===== config.mk =====
export PLATFORM = sky130hd
export DESIGN_NAME = id_ex_stage_flat
export DESIGN_NICKNAME = d
export VERILOG_FILES = /design/src/rtl/id_ex_stage_if.sv /design/src/rtl/id_ex_stage.sv /design/src/flat_wrapper.sv
export SDC_FILE = /design/constraint.sdc
export NUM_CORES = 1
export LEC_CHECK = 0
export ABC_CLOCK_PERIOD_IN_PS = 2000
export BUFFER_PORTS_ARGS = -buffer_cell sky130_fd_sc_hd__buf_2
export CELL_PAD_IN_SITES_DETAIL_PLACEMENT = 1
export CELL_PAD_IN_SITES_GLOBAL_PLACEMENT = 2
export CORE_ASPECT_RATIO = 1.4
export CORE_UTILIZATION = 26
export DETAILED_ROUTE_END_ITERATION = 10
export PLACE_DENSITY = 0.79
export SLEW_MARGIN = 20
export SYNTH_ARGS = -nofsm -noshare
export SYNTH_HDL_FRONTEND = slang
export SYNTH_SLANG_ARGS = --single-unit

===== constraint.sdc =====
create_clock -name clk -period 2 [get_ports clk]
set_input_delay 0.4 -clock clk [delete_from_list [all_inputs] [get_ports clk]]
set_output_delay 0.4 -clock clk [all_outputs]
set_load 0.005 [all_outputs]

===== src/rtl/id_ex_stage_if.sv =====
// ============================================================================
// Module      : id_ex_stage_if
// Description : ID-side inputs and EX-side outputs of the ID/EX register.
// Revision    : 1.0 - initial release
// ============================================================================
`default_nettype none

interface id_ex_stage_if #(
  parameter int DATA_W = 8,
  parameter int REG_AW = 5,
  parameter int CNT_W  = 8
);
  logic              id_valid;
  logic [6:0]        id_opcode;
  logic              id_branch, id_mem_read, id_mem_to_reg, id_mem_write;
  logic              id_alu_src, id_reg_write;
  logic [1:0]        id_alu_op;
  logic [DATA_W-1:0] id_rd1, id_rd2, id_imm, id_pc;
  logic [REG_AW-1:0] id_rs1, id_rs2, id_rd;
  logic [3:0]        id_funct;
  logic              ex_flush;

  logic              ex_valid;
  logic              ex_branch, ex_mem_read, ex_mem_to_reg, ex_mem_write;
  logic              ex_alu_src, ex_reg_write;
  logic [1:0]        ex_alu_op;
  logic [DATA_W-1:0] ex_rd1, ex_rd2, ex_imm, ex_pc;
  logic [REG_AW-1:0] ex_rs1, ex_rs2, ex_rd;
  logic [3:0]        ex_funct;
  logic              stall;
  logic [CNT_W-1:0]  bubble_cnt;

  modport master (
    output id_valid, id_opcode, id_branch, id_mem_read, id_mem_to_reg,
           id_mem_write, id_alu_src, id_reg_write, id_alu_op,
           id_rd1, id_rd2, id_imm, id_pc, id_rs1, id_rs2, id_rd, id_funct,
           ex_flush,
    input  ex_valid, ex_branch, ex_mem_read, ex_mem_to_reg, ex_mem_write,
           ex_alu_src, ex_reg_write, ex_alu_op,
           ex_rd1, ex_rd2, ex_imm, ex_pc, ex_rs1, ex_rs2, ex_rd, ex_funct,
           stall, bubble_cnt
  );

  modport slave (
    input  id_valid, id_opcode, id_branch, id_mem_read, id_mem_to_reg,
           id_mem_write, id_alu_src, id_reg_write, id_alu_op,
           id_rd1, id_rd2, id_imm, id_pc, id_rs1, id_rs2, id_rd, id_funct,
           ex_flush,
    output ex_valid, ex_branch, ex_mem_read, ex_mem_to_reg, ex_mem_write,
           ex_alu_src, ex_reg_write, ex_alu_op,
           ex_rd1, ex_rd2, ex_imm, ex_pc, ex_rs1, ex_rs2, ex_rd, ex_funct,
           stall, bubble_cnt
  );
endinterface

`default_nettype wire


===== src/rtl/id_ex_stage.sv =====
// ============================================================================
// Module      : id_ex_stage
// Description : ID/EX pipeline register with load-use stall and EX flush.
// Revision    : 1.0 - initial release
// ============================================================================
`default_nettype none

module id_ex_stage #(
  parameter int DATA_W = 8,
  parameter int REG_AW = 5,
  parameter int CNT_W  = 8
) (
  input  wire logic     clk,
  input  wire logic     rst_n,
  id_ex_stage_if.slave  bus
);

  localparam logic [6:0] OPC_R     = 7'b0110011;
  localparam logic [6:0] OPC_LOAD  = 7'b0000011;
  localparam logic [6:0] OPC_STORE = 7'b0100011;
  localparam logic [6:0] OPC_BR    = 7'b1100011;

  typedef struct packed {
    logic              valid;
    logic              branch;
    logic              mem_read;
    logic              mem_to_reg;
    logic              mem_write;
    logic              alu_src;
    logic              reg_write;
    logic [1:0]        alu_op;
    logic [DATA_W-1:0] rd1;
    logic [DATA_W-1:0] rd2;
    logic [DATA_W-1:0] imm;
    logic [DATA_W-1:0] pc;
    logic [REG_AW-1:0] rs1;
    logic [REG_AW-1:0] rs2;
    logic [REG_AW-1:0] rd;
    logic [3:0]        funct;
  } ex_regs_t;

  ex_regs_t         ex_q, ex_d;
  logic [CNT_W-1:0] bubble_cnt_q, bubble_cnt_d;
  logic             uses_rs1, uses_rs2;
  logic             hazard, load_bubble;

  always_comb begin
    uses_rs1 = 1'b0;
    uses_rs2 = 1'b0;
    case (bus.id_opcode)
      OPC_R, OPC_STORE, OPC_BR: begin
        uses_rs1 = 1'b1;
        uses_rs2 = 1'b1;
      end
      OPC_LOAD: uses_rs1 = 1'b1;
      default: ;
    endcase
  end

  // Hazard looks only at registered EX state and live ID inputs.
  assign hazard = ex_q.valid & ex_q.mem_read & bus.id_valid & (ex_q.rd != '0) &
                  (((ex_q.rd == bus.id_rs1) & uses_rs1) |
                   ((ex_q.rd == bus.id_rs2) & uses_rs2));

  assign load_bubble = bus.ex_flush | hazard;
  assign bus.stall   = hazard & ~bus.ex_flush;

  always_comb begin
    ex_d = '0;
    if (!load_bubble) begin
      ex_d.valid = bus.id_valid;
      ex_d.rd1   = bus.id_rd1;
      ex_d.rd2   = bus.id_rd2;
      ex_d.imm   = bus.id_imm;
      ex_d.pc    = bus.id_pc;
      ex_d.rs1   = bus.id_rs1;
      ex_d.rs2   = bus.id_rs2;
      ex_d.rd    = bus.id_rd;
      ex_d.funct = bus.id_funct;
      if (bus.id_valid) begin
        ex_d.branch     = bus.id_branch;
        ex_d.mem_read   = bus.id_mem_read;
        ex_d.mem_to_reg = bus.id_mem_to_reg;
        ex_d.mem_write  = bus.id_mem_write;
        ex_d.alu_src    = bus.id_alu_src;
        ex_d.reg_write  = bus.id_reg_write;
        ex_d.alu_op     = bus.id_alu_op;
      end
    end
  end

  always_comb begin
    bubble_cnt_d = bubble_cnt_q;
    if (load_bubble && !(&bubble_cnt_q)) begin
      bubble_cnt_d = bubble_cnt_q + 1'b1;
    end
  end

  always_ff @(posedge clk or negedge rst_n) begin
    if (!rst_n) begin
      ex_q         <= '0;
      bubble_cnt_q <= '0;
    end else begin
      ex_q         <= ex_d;
      bubble_cnt_q <= bubble_cnt_d;
    end
  end

  assign bus.ex_valid      = ex_q.valid;
  assign bus.ex_branch     = ex_q.branch;
  assign bus.ex_mem_read   = ex_q.mem_read;
  assign bus.ex_mem_to_reg = ex_q.mem_to_reg;
  assign bus.ex_mem_write  = ex_q.mem_write;
  assign bus.ex_alu_src    = ex_q.alu_src;
  assign bus.ex_reg_write  = ex_q.reg_write;
  assign bus.ex_alu_op     = ex_q.alu_op;
  assign bus.ex_rd1        = ex_q.rd1;
  assign bus.ex_rd2        = ex_q.rd2;
  assign bus.ex_imm        = ex_q.imm;
  assign bus.ex_pc         = ex_q.pc;
  assign bus.ex_rs1        = ex_q.rs1;
  assign bus.ex_rs2        = ex_q.rs2;
  assign bus.ex_rd         = ex_q.rd;
  assign bus.ex_funct      = ex_q.funct;
  assign bus.bubble_cnt    = bubble_cnt_q;

endmodule

`default_nettype wire


===== src/flat_wrapper.sv =====
// flat-port wrapper written by rule: the top's interface ports become plain ports
module id_ex_stage_flat 
#(
  parameter int DATA_W = 8,
  parameter int REG_AW = 5,
  parameter int CNT_W  = 8
)
  (clk, rst_n, bus_id_valid, bus_id_opcode, bus_id_branch, bus_id_mem_read, bus_id_mem_to_reg, bus_id_mem_write, bus_id_alu_src, bus_id_reg_write, bus_id_alu_op, bus_id_rd1, bus_id_rd2, bus_id_imm, bus_id_pc, bus_id_rs1, bus_id_rs2, bus_id_rd, bus_id_funct, bus_ex_flush, bus_ex_valid, bus_ex_branch, bus_ex_mem_read, bus_ex_mem_to_reg, bus_ex_mem_write, bus_ex_alu_src, bus_ex_reg_write, bus_ex_alu_op, bus_ex_rd1, bus_ex_rd2, bus_ex_imm, bus_ex_pc, bus_ex_rs1, bus_ex_rs2, bus_ex_rd, bus_ex_funct, bus_stall, bus_bubble_cnt);
  id_ex_stage_if #(.DATA_W(DATA_W), .REG_AW(REG_AW), .CNT_W(CNT_W)) bus_i ();
  input  wire logic clk;
  input  wire logic rst_n;
  input wire logic [$bits(bus_i.id_valid)-1:0] bus_id_valid;
  input wire logic [$bits(bus_i.id_opcode)-1:0] bus_id_opcode;
  input wire logic [$bits(bus_i.id_branch)-1:0] bus_id_branch;
  input wire logic [$bits(bus_i.id_mem_read)-1:0] bus_id_mem_read;
  input wire logic [$bits(bus_i.id_mem_to_reg)-1:0] bus_id_mem_to_reg;
  input wire logic [$bits(bus_i.id_mem_write)-1:0] bus_id_mem_write;
  input wire logic [$bits(bus_i.id_alu_src)-1:0] bus_id_alu_src;
  input wire logic [$bits(bus_i.id_reg_write)-1:0] bus_id_reg_write;
  input wire logic [$bits(bus_i.id_alu_op)-1:0] bus_id_alu_op;
  input wire logic [$bits(bus_i.id_rd1)-1:0] bus_id_rd1;
  input wire logic [$bits(bus_i.id_rd2)-1:0] bus_id_rd2;
  input wire logic [$bits(bus_i.id_imm)-1:0] bus_id_imm;
  input wire logic [$bits(bus_i.id_pc)-1:0] bus_id_pc;
  input wire logic [$bits(bus_i.id_rs1)-1:0] bus_id_rs1;
  input wire logic [$bits(bus_i.id_rs2)-1:0] bus_id_rs2;
  input wire logic [$bits(bus_i.id_rd)-1:0] bus_id_rd;
  input wire logic [$bits(bus_i.id_funct)-1:0] bus_id_funct;
  input wire logic [$bits(bus_i.ex_flush)-1:0] bus_ex_flush;
  output wire logic [$bits(bus_i.ex_valid)-1:0] bus_ex_valid;
  output wire logic [$bits(bus_i.ex_branch)-1:0] bus_ex_branch;
  output wire logic [$bits(bus_i.ex_mem_read)-1:0] bus_ex_mem_read;
  output wire logic [$bits(bus_i.ex_mem_to_reg)-1:0] bus_ex_mem_to_reg;
  output wire logic [$bits(bus_i.ex_mem_write)-1:0] bus_ex_mem_write;
  output wire logic [$bits(bus_i.ex_alu_src)-1:0] bus_ex_alu_src;
  output wire logic [$bits(bus_i.ex_reg_write)-1:0] bus_ex_reg_write;
  output wire logic [$bits(bus_i.ex_alu_op)-1:0] bus_ex_alu_op;
  output wire logic [$bits(bus_i.ex_rd1)-1:0] bus_ex_rd1;
  output wire logic [$bits(bus_i.ex_rd2)-1:0] bus_ex_rd2;
  output wire logic [$bits(bus_i.ex_imm)-1:0] bus_ex_imm;
  output wire logic [$bits(bus_i.ex_pc)-1:0] bus_ex_pc;
  output wire logic [$bits(bus_i.ex_rs1)-1:0] bus_ex_rs1;
  output wire logic [$bits(bus_i.ex_rs2)-1:0] bus_ex_rs2;
  output wire logic [$bits(bus_i.ex_rd)-1:0] bus_ex_rd;
  output wire logic [$bits(bus_i.ex_funct)-1:0] bus_ex_funct;
  output wire logic [$bits(bus_i.stall)-1:0] bus_stall;
  output wire logic [$bits(bus_i.bubble_cnt)-1:0] bus_bubble_cnt;
  assign bus_i.id_valid = bus_id_valid;
  assign bus_i.id_opcode = bus_id_opcode;
  assign bus_i.id_branch = bus_id_branch;
  assign bus_i.id_mem_read = bus_id_mem_read;
  assign bus_i.id_mem_to_reg = bus_id_mem_to_reg;
  assign bus_i.id_mem_write = bus_id_mem_write;
  assign bus_i.id_alu_src = bus_id_alu_src;
  assign bus_i.id_reg_write = bus_id_reg_write;
  assign bus_i.id_alu_op = bus_id_alu_op;
  assign bus_i.id_rd1 = bus_id_rd1;
  assign bus_i.id_rd2 = bus_id_rd2;
  assign bus_i.id_imm = bus_id_imm;
  assign bus_i.id_pc = bus_id_pc;
  assign bus_i.id_rs1 = bus_id_rs1;
  assign bus_i.id_rs2 = bus_id_rs2;
  assign bus_i.id_rd = bus_id_rd;
  assign bus_i.id_funct = bus_id_funct;
  assign bus_i.ex_flush = bus_ex_flush;
  assign bus_ex_valid = bus_i.ex_valid;
  assign bus_ex_branch = bus_i.ex_branch;
  assign bus_ex_mem_read = bus_i.ex_mem_read;
  assign bus_ex_mem_to_reg = bus_i.ex_mem_to_reg;
  assign bus_ex_mem_write = bus_i.ex_mem_write;
  assign bus_ex_alu_src = bus_i.ex_alu_src;
  assign bus_ex_reg_write = bus_i.ex_reg_write;
  assign bus_ex_alu_op = bus_i.ex_alu_op;
  assign bus_ex_rd1 = bus_i.ex_rd1;
  assign bus_ex_rd2 = bus_i.ex_rd2;
  assign bus_ex_imm = bus_i.ex_imm;
  assign bus_ex_pc = bus_i.ex_pc;
  assign bus_ex_rs1 = bus_i.ex_rs1;
  assign bus_ex_rs2 = bus_i.ex_rs2;
  assign bus_ex_rd = bus_i.ex_rd;
  assign bus_ex_funct = bus_i.ex_funct;
  assign bus_stall = bus_i.stall;
  assign bus_bubble_cnt = bus_i.bubble_cnt;
  id_ex_stage #(.DATA_W(DATA_W), .REG_AW(REG_AW), .CNT_W(CNT_W)) u_core (.clk(clk), .rst_n(rst_n), .bus(bus_i));
endmodule

Yosys cells after proc, flatten, opt, wreduce, memory -nomap -nowiden
Index checks and enable logic that the tools add are counted.
{"block": "word_totals", "ff_bits": 68, "latchBits": 0, "ram_bits": 0, "mem_bits_ro": 0, "out_inout_bits": 69, "memories": 0}
{"block": "op_classes", "n_addsub": 1, "multipliers": 0, "div_mod_pow": 0, "n_lt_le_gt_ge": 0, "n_eq_ne": 6, "n_shift": 0, "n_mux": 4, "bitwise": 10, "reduce_logical": 6}
{"op": "60-bit 2-to-1 mux", "count": 1}
{"op": "7-bit by 6-bit equality test with 1-bit output, second input constant", "count": 2}
{"op": "5-bit equality test", "count": 2}
{"op": "8-bit by 1-bit adder with 8-bit output, second input constant", "count": 1}
{"op": "8-bit 2-to-1 mux", "count": 1}
{"op": "8-bit AND reduction", "count": 1}
{"op": "1-bit bitwise AND", "count": 7}
{"op": "7-bit by 2-bit equality test with 1-bit output, second input constant", "count": 1}
{"op": "7-bit equality test, second input constant", "count": 1}
{"op": "5-bit nonzero test", "count": 1}
{"op": "4-bit OR reduction", "count": 1}
{"op": "3-bit OR reduction", "count": 1}
{"op": "1-bit 2-to-1 mux", "count": 2}
{"op": "1-bit OR", "count": 2}
{"op": "1-bit logical AND", "count": 1}
{"op": "1-bit logical NOT", "count": 1}
{"op": "1-bit inverter", "count": 1}

Depth between registers and ports, before layout
Gate-level depths: netlist (run 1).
{"block": "logic_depth", "depth_word": 8, "ltp_mapped": 7, "depth_no_buf": 6}

Worst setup path after synthesis (run 1)
OpenSTA, ideal clock, no wires.
{"block": "synth_path", "path_type": "input-to-reg", "from": "input port bus_id_opcode[3]", "to": "register u_core.bubble_cnt_q[5], in the netlist u_core.bus.bubble_cnt[5]", "setup_ns": 0.125, "arrival_ns": 1.809, "required_time_ns": 1.875, "path_slack_ns": 0.066, "path_stages": 6, "n_path_buf": 1, "cell_sequence": "or4_1 -> nor3_2 -> a21oi_4 -> buf_6 -> nor2_1 -> mux2_2"}
{"block": "synth_via", "elab_chain_len": 8}
{"item": "from (decl)", "line_no": "flat_wrapper.sv:13", "source": "input wire logic [$bits(bus_i.id_opcode)-1:0] bus_id_opcode;"}
{"item": "7-bit by 2-bit equality test with 1-bit output (tied with other cells)", "line_no": "id_ex_stage.sv:50", "source": "case (bus.id_opcode)"}
{"item": "4-bit OR reduction (no line) or 3-bit OR reduction (tied branches)"}
{"item": "1-bit 2-to-1 mux", "line_no": "id_ex_stage.sv:50"}
{"item": "1-bit bitwise AND, on equally long branches", "line_no": "id_ex_stage.sv:62, id_ex_stage.sv:63"}
{"item": "1-bit OR *", "line_no": "id_ex_stage.sv:62", "source": "(((ex_q.rd == bus.id_rs1) & uses_rs1) |"}
{"item": "1-bit bitwise AND *", "line_no": "id_ex_stage.sv:61", "source": "assign hazard = ex_q.valid & ex_q.mem_read & bus.id_valid & (ex_q.rd != '0) &"}
{"item": "1-bit OR *", "line_no": "id_ex_stage.sv:65", "source": "assign load_bubble = bus.ex_flush | hazard;"}
{"item": "1-bit logical AND *", "line_no": "id_ex_stage.sv:94", "source": "if (load_bubble && !(&bubble_cnt_q)) begin"}
{"item": "to (signal assigned)", "line_no": "id_ex_stage.sv:105", "source": "bubble_cnt_q <= bubble_cnt_d;"}
{"item": "to (decl)", "line_no": "id_ex_stage.sv:43", "source": "logic [CNT_W-1:0] bubble_cnt_q, bubble_cnt_d;"}
Mark *: on every way between the ends. The rest lies on a longest branch, timed or not.
A chain may end at the register's enable or synchronous reset.

Final worst setup path (run 1)
{"block": "layout_path", "from": "register u_core.ex_q (netlist bit u_core.bus.ex_mem_read)", "to": "output port bus_stall"}
{"block": "layout_via", "elab_chain_len": 5}
{"item": "from (decl)", "line_no": "id_ex_stage.sv:42", "source": "ex_regs_t ex_q, ex_d;"}
{"item": "from (signal assigned)", "line_no": "id_ex_stage.sv:101", "source": "ex_q <= '0;"}
{"item": "from (signal assigned)", "line_no": "id_ex_stage.sv:104", "source": "ex_q <= ex_d;"}
{"item": "1-bit bitwise AND (4 in a row)", "line_no": "id_ex_stage.sv:61"}
{"item": "1-bit bitwise AND", "line_no": "id_ex_stage.sv:66", "source": "assign bus.stall = hazard & ~bus.ex_flush;"}
{"item": "to (decl)", "line_no": "flat_wrapper.sv:46", "source": "output wire logic [$bits(bus_i.stall)-1:0] bus_stall;"}
Every way passes these cells.

==> results of run 1 <==
==> metal layers <==
layer	track usage, %	part of all wire, %	up-vias
li1	-	-	950
met1	14.6	35	987
met2	24.6	57	71
met3	4.12	5.5	15
met4	7.52	2.4	0
met5	0	0	-
==> final timing paths <==
path	end	cells after the start	from
setup / recovery	bus_stall	6	u_core.bus.ex_mem_read
hold / removal	u_core.bus.ex_rs2[0]	2	rst_n
max in group asynchronous	u_core.bus.ex_imm[4]	2	rst_n
min in group clk	u_core.bus.ex_imm[1]	2	bus_id_imm[1]
setup reg to reg	u_core.bus.bubble_cnt[6]	8	u_core.bus.ex_mem_read
hold reg to reg	u_core.bus.bubble_cnt[0]	1	u_core.bus.bubble_cnt[0]
==> synthesized netlist by cell type (2+ instances only) <==
master	count	area, sq um
or4_1	2	15.0
dfrtp_1	68	1700
and2_1	52	325
xnor2_1	10	87.6
nand2_1	5	18.8
o22a_1	3	26.3
and2b_1	3	22.5
clkbuf_2	4	20.0
clkbuf_1	2	7.51
nand3_1	9	45.0
nor2_1	6	22.5
and3_1	3	18.8
mux2_2	3	33.8
and3_2	8	60.1
==> cell families after synthesis <==
kind of cell | Yosys count | synth area share (%)
adder cells (fa/ha/maj) | 1 | 0.497
XOR/XNOR | 11 | 3.83
buffers and inverters | 8 | 1.69
AND/OR/NAND/NOR | 92 | 22.2
AO/OA/AOI/OAI | 8 | 2.88
multiplexers | 3 | 1.34
flip-flops | 68 | 67.6
==> timing repair <==
item	4_1_cts	5_1_grt
hold buffers	0	0
pin swaps	0	2
buffers inserted	0	6
endpoints found under the setup margin	49	18
gates cloned	0	3
resized for setup	6	6
==> cell type report <==
class,count,area [sq um]
Clock buffer,9,225
Clock inverter,7,91.3
Fill cell,1054,5550
Inverter,1,3.75
Multi-Input combinational cell,115,813
Sequential cell,68,1700
Tap cell,110,138
Timing Repair Buffer,161,936
==> metrics by stage <==
stage | cells | util [%] | instance area, sq um | setup TNS [ns]
after global placement | 446 | 36.1 | 3410 | -2.68
after CTS | 462 | 39.7 | 3750 | -0.159
final | 471 | 41.3 | 3910 | -0.411
after detailed placement | 446 | 36.1 | 3410 | -4.56
after global routing | 471 | 41.3 | 3910 | -3.80
after floorplan | 191 | - | 2520 | 0
==> power breakdown <==
group | leakage (nW) | internal (mW) | switching, mW
registers | 0.873 | 1.52 | 0.113
logic | 1.08 | 0.345 | 0.270
clock network | 0.155 | 1.09 | 0.579
==> impl_metrics.ini, run 1 <==
[synthesis]
netlist_area_sq_um = 2520
avgSynthCellArea_sq_um = 13.2
synthFlopType = dfrtp_1
synth-edff-count = 0
synth.distinct_cells = 27
async_flop_share_pct = 100
synthCells = 191
seq_area_frac_synth_pct = 67.6
yosysWarnings = 0
syn_nets = 262
ys_seq_elements = 68

[place]
port_buffers = 138
preCtsSetupSlack_ns = -0.142
place.gp.congestion = 0.810
dpl.hpwl_um = 5190

[routing]
drc = 0
drt_iter0_drc = 49
first_pass_iters = 4
wl_per_cell_um = 15.2
antenna_left = 0
finalWirelength_um = 7170
viasPerCell = 4.30
dr_total_vias = 2023

[clock_network]
htree_levels = 3
cts_tree = built
root_buffer = clkbuf_16
numCtsBuffers = 9
clk_pin_slew_worst_paths_ns = 0.06
clk_latency_ns = 0.33
cts_sinks = 68
clock_path_buffers = 2

[sta]
tightest_slew_ns = 0.481
hold_violations = 0
grt_setup_unrepaired = yes
slew_headroom_pct = 67.9
skew_ns = 0.00480
whs_ns = 0.0918
setup_violations = 8
fin_ws_ns = -0.111
fmax_mhz = 474
fin_crit_ns = 2.11
finalCritPeriodShare_pct = 106
slew_violations = 0

[floorplan]
rows = 42
die_w_um = 85.2
coreArea_sq_um = 9460
fp.dieH_um = 118
die-area_sq_um = 10100
start_util_pct = 26.6
boundaryPins = 139

[critical_path]
path_cells = nand2_1, or4_4, nor3_4, nand2_1, nor2_1, buf_2
max_stage_delay_ns = 0.51
crit_required_ns = 1.60
cp_common_cell = nand2_1
worstPathArrival_ns = 1.71
crit_type = register to output port
reg2reg_slack_ns = -0.06
end_kind = output port
cpMaxStageDelayCell = or4_4
crit_fanout = 2
cpLargestDelayFamily = simple AND/OR/NAND/NOR gates
cp_num_buf_inv = 1
worstSetupStartpointType = register

[global_route]
overflow = 0
grtUsageTotal_pct = 13.9
antenna_found_initial = 0
grt_max_degree = 52
grt_pass1_vias = 2103
grt_first_pass_wirelength_um = 10600

[run]
maxCapViolations = 0

[outcome]
violations = setup timing
outcome = finished with violations

[power]
powerDensity_nw_per_um2 = 1000
vdd_drop_max_mv = 0.483
total_power_mw = 3.91
p_leak_nw = 2.11

[final_layout]
layout-drive-gt1-share_pct = 54.3
final_common_cell = buf_2
diodes = 0
syn2layout_area_growth_pct = 55.2
final_cell_mix = buf_2 (138), dfrtp_1 (68), and2_1 (52)
nNetsFinal = 427

[worst_hold_path]
min_path_type = primary input to async pin
Power figures use the tool's default switching activity.
==> run 2: changes to the inputs <==
--- a/config.mk
+++ b/config.mk
@@ -13,6 +13,7 @@
 export CORE_UTILIZATION = 26
 export DETAILED_ROUTE_END_ITERATION = 10
 export PLACE_DENSITY = 0.79
+export SKIP_CTS_REPAIR_TIMING = 1
 export SLEW_MARGIN = 20
 export SYNTH_ARGS = -nofsm -noshare
 export SYNTH_HDL_FRONTEND = slang
==> run 2 against run 1 <==
Against the previous run: the run still ends with setup timing left; core utilization shrank 0.61 points; design area down 1.5%; fmax down 2.7%; clock power about the same; sequential power is essentially flat; flip-flop and latch count unchanged; highest routed layer unchanged.
==> impl_metrics.ini, run 2 (synthesis gave the netlist of run 1 again) <==
[clock_network]
clk_pin_slew_worst_paths_ns = 0.06
cts_sinks = 68
root_buffer = clkbuf_16
clock_path_buffers = 2
clk_latency_ns = 0.33
numCtsBuffers = 9
cts_tree = built
htree_levels = 3

[sta]
hold_violations = 0
finalCritPeriodShare_pct = 109
whs_ns = 0.0933
tightest_slew_ns = 0.481
skew_ns = 0.00484
slew_headroom_pct = 67.9
fin_crit_ns = 2.17
setup_violations = 1
tns_ns = -0.170
grt_setup_unrepaired = yes
slew_violations = 0
fin_ws_ns = -0.170
fmax_mhz = 461

[critical_path]
reg2reg_slack_ns = 0.01
worstPathArrival_ns = 1.77
crit_required_ns = 1.60
worstSetupStartpointType = register
r2r_start = u_core.bus.ex_mem_read
end_kind = output port
crit_fanout = 2
reg2reg_to = u_core.bus.bubble_cnt[5]
crit_type = register to output port
rr_worst_depth = 7

[final_layout]
final_cell_mix = buf_2 (138), dfrtp_1 (68), and2_1 (52)
diodes = 0
seq_area_sq_um = 1700
multiInputGateArea_sq_um = 825
instances_no_fill = 466
nNetsFinal = 422
layout-drive-gt1-share_pct = 53.9
final_common_cell = buf_2
syn2layout_area_growth_pct = 52.9
fillerInstances = 1066

[global_route]
grt_first_pass_wirelength_um = 10600
grt_pass1_vias = 2105
grtUsageTotal_pct = 13.9
antenna_found_initial = 0
grt_max_degree = 52
overflow = 0

[outcome]
outcome = finished with violations
violations = setup timing

[routing]
dr_total_vias = 2004
drc = 0
antenna_left = 0
first_pass_iters = 4
viasPerCell = 4.30
drt_iter0_drc = 38
wl_per_cell_um = 15.0
finalWirelength_um = 7000

[floorplan]
die_w_um = 85.2
boundaryPins = 139
die-area_sq_um = 10100
start_util_pct = 26.6
rows = 42
fp.dieH_um = 118
coreArea_sq_um = 9460

[place]
dpl.cell_count = 446
port_buffers = 138
dpl.hpwl_um = 5190
place.gp.congestion = 0.810

[run]
maxCapViolations = 0

[power]
powerDensity_nw_per_um2 = 1020
p_leak_nw = 2.07
vdd_drop_max_mv = 0.499

[worst_hold_path]
min_path_type = primary input to async pin
==> run 2: cell types whose count changed in the layout (fill, tap and decap cells not counted), sizes merged <==
cell    before  now
buf        158  155
clkbuf      12   10
==> run 2: critical path: stages, from the launching register on <==
cell	delay (ns)
dfrtp_1	0.35
nand2_1	0.06
or4_4	0.51
nor3_4	0.24
nand2_1	0.07
nor2_1	0.08
buf_2	0.13
==> run 2: how the worst max path moves through the flow <==
| stage | start | endpoint | slack [ns] | cells past startpoint |
|---|---|---|---|---|
| 6_report | u_core.bus.ex_mem_read | bus_stall | -0.17 | 6 |
| 5_1_grt | u_core.bus.ex_mem_read | bus_stall | -0.27 | 6 |
| 4_1_cts | u_core.bus.ex_mem_read | bus_stall | -0.23 | 6 |
| 3_5_place_dp | bus_id_opcode[3] | u_core.bus.ex_branch | -0.14 | 6 |
| 3_3_place_gp | bus_id_opcode[3] | u_core.bus.ex_alu_op[1] | -0.09 | 6 |
| 2_1_floorplan | bus_id_opcode[3] | u_core.bus.bubble_cnt[5] | 0.07 | 6 |
==> run 2: power breakdown <==
group / internal [mW] / switching (mW) / total [mW]
combinational: 0.350 / 0.268 / 0.618
sequential: 1.52 / 0.117 / 1.63
clock: 1.09 / 0.582 / 1.67
==> run 2: area by class of cell <==
type	instances	share of cell area (%)
tap	110	3.57
inverter	1	0.0975
timing repair buffer	156	22.5
clock inverter	7	2.37
sequential	68	44.2
clock buffer	9	5.85
multi-input combinational	115	21.4
==> run 2: per-stage QoR <==
| stage | worst slack (ns) | power (mW) | area, sq um | utilization [%] |
|---|---|---|---|---|
| 2_1_floorplan | 0.0663 | 1.91 | 2520 | - |
| 3_3_place_gp | -0.0943 | 2.21 | 3410 | 36.1 |
| 3_5_place_dp | -0.142 | 2.24 | 3410 | 36.1 |
| 4_1_cts | -0.234 | 3.93 | 3730 | 39.4 |
| 5_1_grt | -0.266 | 4.11 | 3850 | 40.7 |
| 6_report | -0.170 | 3.92 | 3850 | 40.7 |
==> run 2: metal layers <==
metal	global-route usage [%]	up-vias	routed length [um]	part of all wire (%)
met5	0	-	0	0
met4	7.52	0	150	2.1
met3	4.12	14	396	5.7
met2	24.6	75	3860	55
met1	14.5	975	2590	37
li1	-	940	-	-
==> run 3: changes to the inputs <==
--- a/config.mk
+++ b/config.mk
@@ -9,7 +9,6 @@
 export BUFFER_PORTS_ARGS = -buffer_cell sky130_fd_sc_hd__buf_2
 export CELL_PAD_IN_SITES_DETAIL_PLACEMENT = 1
 export CELL_PAD_IN_SITES_GLOBAL_PLACEMENT = 2
-export CORE_ASPECT_RATIO = 1.4
 export CORE_UTILIZATION = 26
 export DETAILED_ROUTE_END_ITERATION = 10
 export PLACE_DENSITY = 0.79
==> run 3 against run 2 <==
Against the previous run: the run still ends with setup timing left; design area shrank 2.5%; via count shrank 2.6%; flip-flop and latch count is the same; largest cell class unchanged; fmax grew 4.0%; highest routed layer unchanged.
==> impl_metrics.ini, run 3 (synthesis gave the netlist of run 1 again) <==
[outcome]
outcome = finished with violations
violations = setup timing

[clock_network]
cts_tree = built
htree_levels = 3
cts_sinks = 68
clock_path_buffers = 2
clk_pin_slew_worst_paths_ns = 0.08
root_buffer = clkbuf_8
clk_latency_ns = 0.33
numCtsBuffers = 9

[global_route]
grt_first_pass_wirelength_um = 10600
antenna_found_initial = 0
grt_pass1_vias = 2136
grt_max_degree = 36
grtUsageTotal_pct = 13.9
overflow = 0

[sta]
tns_ns = -0.0860
skew_ns = 0.00905
fin_crit_ns = 2.09
hold_violations = 0
setup_violations = 1
fin_ws_ns = -0.0860
whs_ns = 0.0204
fmax_mhz = 479
grt_setup_unrepaired = yes
finalCritPeriodShare_pct = 104
slew_violations = 0
slew_headroom_pct = 68.7
tightest_slew_ns = 0.470

[critical_path]
r2r_start = u_core.bus.ex_rd[1]
crit_fanout = 2
reg2reg_slack_ns = 0.04
reg2reg_to = u_core.bus.bubble_cnt[4]
crit_type = register to output port
crit_required_ns = 1.60
worstPathArrival_ns = 1.69
worstSetupStartpointType = register
rr_worst_depth = 7
end_kind = output port

[place]
dpl.hpwl_um = 5020
port_buffers = 138
place.gp.congestion = 0.739
place_area_sq_um = 3430
dpl.cell_count = 461

[routing]
first_pass_iters = 2
wl_per_cell_um = 13.8
dr_total_vias = 1952
drc = 0
viasPerCell = 4.08
finalWirelength_um = 6620
antenna_left = 0
drt_iter0_drc = 8

[final_layout]
final_common_cell = buf_2
diodes = 0
nNetsFinal = 415
instances_no_fill = 478
fin_area_sq_um = 3760
layout-drive-gt1-share_pct = 53.0
final_cell_mix = buf_2 (137), dfrtp_1 (67), and2_1 (52)
syn2layout_area_growth_pct = 49.1

[floorplan]
die_w_um = 100
boundaryPins = 139
coreArea_sq_um = 9330
start_util_pct = 27.0
fp.dieH_um = 100
rows = 35
die-area_sq_um = 10100

[power]
vdd_drop_max_mv = 0.372
powerDensity_nw_per_um2 = 970
p_leak_nw = 1.99

[worst_hold_path]
min_path_type = primary input to async pin

[run]
maxCapViolations = 0
run 3: changes by cell type in the layout (fill, tap and decap cells not counted), sizes merged:
cell and delta:
inv +1, buf -6, bufinv +1, clkinv -4, clkbuf +1
run 3: power breakdown:
group	internal, mW	switching [mW]
Sequential	1.52	0.123
Combinational	0.329	0.253
Clock	0.901	0.520
Total	2.75	0.897
run 3: cell type report:
class / count / area, sq um
Fill cell: 1072 / 5570
Sequential cell: 68 / 1700
Timing Repair Buffer: 149 / 821
Multi-Input combinational cell: 115 / 810
Tap cell: 129 / 161
Clock buffer: 11 / 151
Clock inverter: 5 / 106
Inverter: 1 / 3.75
run 3: critical path, cell delays in order (launching register included):
cell     delay (ns)
dfrtp_1        0.36
nand3_1        0.10
or4_4          0.44
nor3_4         0.17
nand2_1        0.08
nor2_1         0.09
buf_2          0.13
run 3: how the worst max path moves through the flow:
stage                        start  cells after the start  slack [ns]                       end
2_1_floorplan     bus_id_opcode[3]                      6        0.07  u_core.bus.bubble_cnt[5]
3_3_place_gp      bus_id_opcode[3]                      7       -0.08  u_core.bus.bubble_cnt[1]
3_5_place_dp          bus_id_valid                      8       -0.11  u_core.bus.bubble_cnt[1]
4_1_cts        u_core.bus.ex_valid                      6       -0.18                 bus_stall
5_1_grt        u_core.bus.ex_rd[1]                      8       -0.22                 bus_stall
6_report       u_core.bus.ex_valid                      6       -0.09                 bus_stall
run 3: metrics by stage:
step	setup WS [ns]	total power, mW	util (%)
3_3_place_gp	-0.0848	2.22	36.8
2_1_floorplan	0.0663	1.91	-
6_report	-0.0860	3.64	40.3
5_1_grt	-0.216	3.87	40.3
3_5_place_dp	-0.107	2.24	36.8
4_1_cts	-0.179	3.70	39.6
run 3: layer usage:
layer  global-route usage (%)  wire (um)
met1                     16.6       2810
met2                     24.1       3430
met3                     3.34        329
met4                     5.35         46
met5                        0          0
